[config.mk]
export PLATFORM = sky130hd
export DESIGN_NAME = sdrc_wb_arb
export DESIGN_NICKNAME = d
export VERILOG_FILES = /design/src/rtl/sdrc_arb_pkg.sv /design/src/rtl/sdrc_rr_pick.sv /design/src/rtl/sdrc_wb_arb.sv
export SDC_FILE = /design/constraint.sdc
export NUM_CORES = 1
export LEC_CHECK = 0
export ABC_AREA = 0
export BUFFER_PORTS_ARGS = -buffer_cell sky130_fd_sc_hd__buf_2
export CORE_AREA = 2 2 162 164
export CTS_BUF_LIST = sky130_fd_sc_hd__clkbuf_8
export DETAILED_ROUTE_END_ITERATION = 10
export DIE_AREA = 0 0 164 166
export GPL_TIMING_DRIVEN = 0
export MAX_ROUTING_LAYER = met4
export SETUP_SLACK_MARGIN = 0.1
export SLEW_MARGIN = 20
export SYNTH_ARGS = -nofsm -noshare
export SYNTH_HDL_FRONTEND = slang
export SYNTH_SLANG_ARGS = --single-unit
[constraint.sdc]
create_clock -name sys_clk -period 5.65 [get_ports sys_clk]
set_clock_uncertainty 0.2 [all_clocks]
set_input_delay 0.565 -clock sys_clk [delete_from_list [all_inputs] [get_ports sys_clk]]
set_output_delay 0.565 -clock sys_clk [all_outputs]
set_load 0.005 [all_outputs]
[src/rtl/sdrc_arb_pkg.sv]
// Shared types and constants for the SDRAM-controller Wishbone arbiter.
package sdrc_arb_pkg;

   typedef enum logic [1:0] {
      IDLE  = 2'd0,
      BUSY  = 2'd1,
      ABORT = 2'd2
   } arb_state_e;

   localparam logic [2:0] CTI_CLASSIC = 3'b000;
   localparam logic [2:0] CTI_INCR    = 3'b010;
   localparam logic [2:0] CTI_EOB     = 3'b111;

endpackage

[src/rtl/sdrc_rr_pick.sv]
// Combinational round-robin picker: searches upward from the slot after
// 'last' and returns the first requester as a one-hot grant plus its index.
module sdrc_rr_pick #(
   parameter int NM = 4,
   parameter int LW = $clog2(NM)
) (
   input  logic [NM-1:0] req,
   input  logic [LW-1:0] last,
   output logic [NM-1:0] gnt,
   output logic [LW-1:0] gnt_idx,
   output logic          valid
);

   logic [LW-1:0] idx;

   // Walk the request vector in rotating order, first hit wins
   always_comb begin
      gnt     = '0;
      gnt_idx = '0;
      valid   = 1'b0;
      idx     = '0;
      for (int i = 1; i <= NM; i++) begin
         idx = LW'((int'(last) + i) % NM);
         if (!valid && req[idx]) begin
            gnt[idx] = 1'b1;
            gnt_idx  = idx;
            valid    = 1'b1;
         end
      end
   end

endmodule

[src/rtl/sdrc_wb_arb.sv]
// Round-robin Wishbone arbiter in front of the SDRAM controller slave port,
// with burst-aware grant holding and an ack-timeout watchdog.
module sdrc_wb_arb
   import sdrc_arb_pkg::*;
#(
   parameter int NM      = 4,
   parameter int AW      = 26,
   parameter int DW      = 32,
   parameter int SW      = DW / 8,
   parameter int TIMEOUT = 1024
) (
   input  logic             sys_clk,
   input  logic             sdram_resetn,
   input  logic             sdr_init_done,
   input  logic [NM-1:0]    m_cyc_i,
   input  logic [NM-1:0]    m_stb_i,
   input  logic [NM-1:0]    m_we_i,
   input  logic [NM*AW-1:0] m_addr_i,
   input  logic [NM*DW-1:0] m_dat_i,
   input  logic [NM*SW-1:0] m_sel_i,
   input  logic [NM*3-1:0]  m_cti_i,
   output logic [DW-1:0]    m_dat_o,
   output logic [NM-1:0]    m_ack_o,
   output logic [NM-1:0]    m_err_o,
   output logic             s_cyc_o,
   output logic             s_stb_o,
   output logic             s_we_o,
   output logic [AW-1:0]    s_addr_o,
   output logic [DW-1:0]    s_dat_o,
   output logic [SW-1:0]    s_sel_o,
   output logic [2:0]       s_cti_o,
   input  logic [DW-1:0]    s_dat_i,
   input  logic             s_ack_i,
   output logic [NM-1:0]    grant_o,
   output logic             busy_o
);

   localparam int LW = $clog2(NM);
   localparam int CW = $clog2(TIMEOUT + 1);

   arb_state_e    state;
   arb_state_e    state_nxt;
   logic [LW-1:0] last;
   logic [LW-1:0] gidx;
   logic [CW-1:0] wd_cnt;

   logic [NM-1:0] req_vec;
   logic [NM-1:0] pick_gnt;
   logic [LW-1:0] pick_idx;
   logic          pick_valid;

   logic          g_cyc;
   logic          g_stb;
   logic          g_we;
   logic [AW-1:0] g_addr;
   logic [DW-1:0] g_dat;
   logic [SW-1:0] g_sel;
   logic [2:0]    g_cti;
   logic          timeout;

   assign req_vec = m_cyc_i & m_stb_i & {NM{sdr_init_done}};

   sdrc_rr_pick #(.NM(NM), .LW(LW)) u_pick (
      .req     (req_vec),
      .last    (last),
      .gnt     (pick_gnt),
      .gnt_idx (pick_idx),
      .valid   (pick_valid)
   );

   assign g_cyc  = m_cyc_i[gidx];
   assign g_stb  = m_stb_i[gidx];
   assign g_we   = m_we_i[gidx];
   assign g_addr = m_addr_i[gidx*AW +: AW];
   assign g_dat  = m_dat_i[gidx*DW +: DW];
   assign g_sel  = m_sel_i[gidx*SW +: SW];
   assign g_cti  = m_cti_i[gidx*3 +: 3];

   // An ack landing on the limit cycle beats the abort
   assign timeout = (wd_cnt == CW'(TIMEOUT)) && !s_ack_i;

   assign m_dat_o = s_dat_i;
   assign busy_o  = (state != IDLE);

   // State register
   always_ff @(posedge sys_clk or negedge sdram_resetn) begin
      if (!sdram_resetn) state <= IDLE;
      else               state <= state_nxt;
   end

   // Next state plus slave mux and per-master ack/err steering
   always_comb begin
      state_nxt = state;
      s_cyc_o   = 1'b0;
      s_stb_o   = 1'b0;
      s_we_o    = 1'b0;
      s_addr_o  = '0;
      s_dat_o   = '0;
      s_sel_o   = '0;
      s_cti_o   = '0;
      m_ack_o   = '0;
      m_err_o   = '0;
      case (state)
         IDLE: begin
            if (pick_valid) state_nxt = BUSY;
         end
         BUSY: begin
            s_cyc_o  = g_cyc & ~timeout;
            s_stb_o  = g_stb & ~timeout;
            s_we_o   = g_we;
            s_addr_o = g_addr;
            s_dat_o  = g_dat;
            s_sel_o  = g_sel;
            s_cti_o  = g_cti;
            if (timeout) begin
               m_err_o[gidx] = 1'b1;
               state_nxt     = ABORT;
            end else begin
               m_ack_o[gidx] = s_ack_i;
               if (!g_cyc || (s_ack_i && g_cti == CTI_EOB)) state_nxt = IDLE;
            end
         end
         ABORT: begin
            if (!g_cyc) state_nxt = IDLE;
         end
         default: state_nxt = IDLE;
      endcase
   end

   // Grant bookkeeping and the stalled-strobe watchdog
   always_ff @(posedge sys_clk or negedge sdram_resetn) begin
      if (!sdram_resetn) begin
         grant_o <= '0;
         gidx    <= '0;
         last    <= LW'(NM - 1);
         wd_cnt  <= '0;
      end else if (state == IDLE) begin
         if (pick_valid) begin
            grant_o <= pick_gnt;
            gidx    <= pick_idx;
            last    <= pick_idx;
            wd_cnt  <= '0;
         end
      end else begin
         if (state_nxt == IDLE) grant_o <= '0;
         if (s_ack_i)           wd_cnt  <= '0;
         else if (s_stb_o)      wd_cnt  <= wd_cnt + CW'(1);
      end
   end

endmodule

==> flow_metrics.py <==
metrics = {
    "run_status": {
        "status": "finished clean",
    },
    "critical_path": {
        "crit_required_ps": 4890,
        "endpoint_kind": "output pin",
        "reg2reg_slack_ps": 2870,
        "r2r-end": "grant_o[3]",
        "cp_common_cell": "buf_2",
        "crit_path_cell_trace": "buf_2, buf_2, buf_1, mux4_2, and2_1, buf_2",
        "max_stage_delay_ps": 470,
        "reg2reg_depth": 8,
        "cp_max_fo": 10,
        "r2r-start": "last[0]",
        "crit_type": "reg2out",
        "cp-start-kind": "flop",
        "worstPathArrival_ps": 2610,
        "slowest_stage": "buf_1",
    },
    "synthesis": {
        "synth-edff-count": 0,
        "yosys_warnings": 0,
        "yosys.area.top_type_share": 0.391,
        "ys_ff_latch": 21,
        "synth_cell_types": 54,
        "yosysSeqAreaShare": 0.135,
        "syn-num-nets": 693,
        "synth.largest_area_cell": "mux4_2",
        "netlist_area_um2": 3920,
        "avgSynthCellArea_um2": 10.4,
        "synth_flop_cell": "dfrtp_1",
        "netlist_instances": 375,
        "synthArstFlopShare": 1.00,
        "netlist_top_cells_area": "mux4_2, dfrtp_1, and2_1, buf_4, ha_1",
    },
    "layout": {
        "fin_util": 0.247,
        "nFillCells": 2773,
        "fin_nets": 1086,
        "area_delta_synth_final_pct": 61.8,
        "final_layout_size_suffix_gt1_frac": 0.674,
    },
    "clocking": {
        "clockRootBuffer": "clkbuf_8",
        "cts_resized": 0,
        "htree_levels": 1,
        "path_clk_slew_ps": 80,
        "postCtsHoldBufs": 0,
        "postCtsSetupRepairBufs": 0,
        "cts_made_buffers": 3,
        "clock_latency_ps": 260,
        "clock_sinks": 21,
        "cts.path.max_buffers": 2,
        "tritoncts": "done",
    },
    "grt": {
        "antenna_found_initial": 5,
        "grt_util_all_layers": 0.145,
        "grt_pass1_wl_um": 29000,
        "gr-total-overflow": 0,
        "grt_max_degree": 22,
        "grt_pass1_vias": 4702,
    },
    "route": {
        "drtPass1Iterations": 4,
        "wire_per_inst_um": 18.5,
        "ant_nets": 0,
        "routed_wirelength_um": 20500,
        "avgViaCountPerCell": 4.30,
        "route.vias.total": 4755,
        "drt_iter0_drc": 285,
        "remaining_drc_errors": 0,
    },
    "floorplanning": {
        "die_w_um": 164,
        "rows": 59,
        "die_h_um": 166,
        "initial_core_util": 0.153,
        "core_um2": 25600,
        "io_pins": 421,
        "die-area_um2": 27200,
    },
    "sta": {
        "slew_viol_final": 0,
        "timing.final.hold_violations": 0,
        "min_period_ps": 3370,
        "tightest_slew_ps": 657,
        "fin_setup_tns_ps": 0,
        "rsz0062_at_grt": "false",
        "setup_viol": 0,
        "max_slew_margin": 0.562,
        "clock.fmax_mhz": 296,
        "fin_crit_sh": 0.597,
    },
    "placement": {
        "place.gp.congestion": 0.877,
        "dp_hpwl_um": 18100,
        "io_buffers": 388,
    },
    "power_and_ir_drop": {
        "leakage_nw": 3.18,
        "vdd_drop_max_v": 0.000168,
        "total_power_mw": 2.18,
        "power.density_nw_per_um2": 343,
    },
    "worst_hold_path": {
        "hold_path_class": "in2async",
    },
    "job": {
        "cap_viol_max_count": 0,
    },
}
[stage by stage]
| step | cells | setup WS, ps | hold slack (ps) | cell area (um^2) |
|---|---|---|---|---|
| 3_3_place_gp | 1098 | 2460 | 277 | 6280 |
| 3_5_place_dp | 1098 | 2520 | 277 | 6280 |
| 6_report | 1107 | 2280 | 51.3 | 6340 |
| 2_1_floorplan | 375 | 3130 | 69.4 | 3920 |
| 4_1_cts | 1102 | 2220 | 72.8 | 6320 |
| 5_1_grt | 1107 | 2120 | 88.9 | 6340 |
[power breakdown]
part,internal (mW),total [mW],switching [mW]
combinational,0.928,1.85,0.920
clock,0.0492,0.101,0.0519
sequential,0.189,0.227,0.0382
[sequential cells by signal, indices dropped and copies added (netlist names)]
signal	cells
grant_o	4
last	2
state	2
gidx	2
wd_cnt	11
[Yosys cell counts (2+ instances only)]
cell type,instances
and2_1,71
mux4_2,68
buf_4,34
nor2_1,20
dfrtp_1,19
nand2_1,19
clkbuf_1,13
nand3_1,12
ha_1,10
buf_2,9
inv_1,9
xnor2_1,9
nor3_1,7
a21oi_1,6
nand4_1,5
o22ai_1,5
a21o_1,4
nand2b_1,4
a211o_1,3
buf_1,3
nor4_1,3
o21ai_0,3
a221o_1,2
a32o_1,2
and3_1,2
dfstp_2,2
nand4b_1,2
nor2b_1,2
nor3b_1,2
[layout make-up]
| class | instances | area, um^2 | area share |
|---|---|---|---|
| Timing Repair Buffer | 388 | 1940 | 0.306 |
| Tap cell | 335 | 419 | 0.0662 |
| Buffer | 60 | 372 | 0.0586 |
| Inverter | 10 | 37.5 | 0.00592 |
| Sequential cell | 21 | 528 | 0.0833 |
| Clock buffer | 3 | 41.3 | 0.00652 |
| Clock inverter | 1 | 5.00 | 0.000790 |
| Multi-Input combinational cell | 284 | 2980 | 0.470 |
| Antenna cell | 5 | 12.5 | 0.00197 |
[worst max path at each step]
stage	slack (ps)	depth (start not counted)	end	start
floorplan	3130	5	s_addr_o[0]	gidx[0]
global placement	2460	6	s_addr_o[14]	gidx[0]
detailed placement	2520	6	s_addr_o[23]	gidx[1]
CTS	2220	6	s_addr_o[23]	gidx[1]
global route	2120	6	s_addr_o[0]	gidx[0]
finish	2280	6	s_addr_o[23]	gidx[1]
[critical path: cells and delay by family (launching register included)]
family	cells	cell delay (ps)
buffers and inverters	4	1400
flip-flops	1	380
multiplexers	1	390
AND/OR/NAND/NOR	1	160
[cells in the final DEF (no fill, tap or decap), types with 2 or more instances in the layout]
cell      Yosys  final
a211o_1       3      3
a21o_1        4      4
a21oi_1       6      6
a221o_1       2      2
a32o_1        2      2
and2_1       71     71
and3_1        2      2
buf_1         3      3
buf_2         9    397
buf_4        34     34
clkbuf_1     13     13
clkbuf_8      0      3
dfrtp_1      19     19
dfstp_2       2      2
diode_2       0      5
ha_1         10     10
inv_1         9      9
mux4_2       68     68
nand2_1      19     19
nand2b_1      4      4
nand3_1      12     12
nand4_1       5      5
nand4b_1      2      2
nor2_1       20     20
nor2b_1       2      2
nor3_1        7      7
nor3b_1       2      2
nor4_1        3      3
o21ai_0       3      3
o22ai_1       5      5
xnor2_1       9      9
[kinds of logic (layout without fill, tap and decap cells)]
group,Yosys count,after routing,share of synthesized area
flops,21,21,0.135
mux,68,68,0.391
other cells,0,5,0
fa+ha+maj,10,10,0.0319
xor+xnor,9,9,0.0201
buf+inv,70,462,0.104
simple gates,161,161,0.238
compound gates,36,36,0.0796
[metal layers]
| metal | share of wire | vias to the layer above | GRT usage |
|---|---|---|---|
| met2 | 0.50 | 215 | 0.250 |
| met5 | 0 | - | - |
| li1 | - | 2182 | - |
| met1 | 0.42 | 2345 | 0.181 |
| met4 | 0.010 | 0 | 0.0179 |
| met3 | 0.069 | 13 | 0.0277 |
Power figures use the tool's default switching activity.
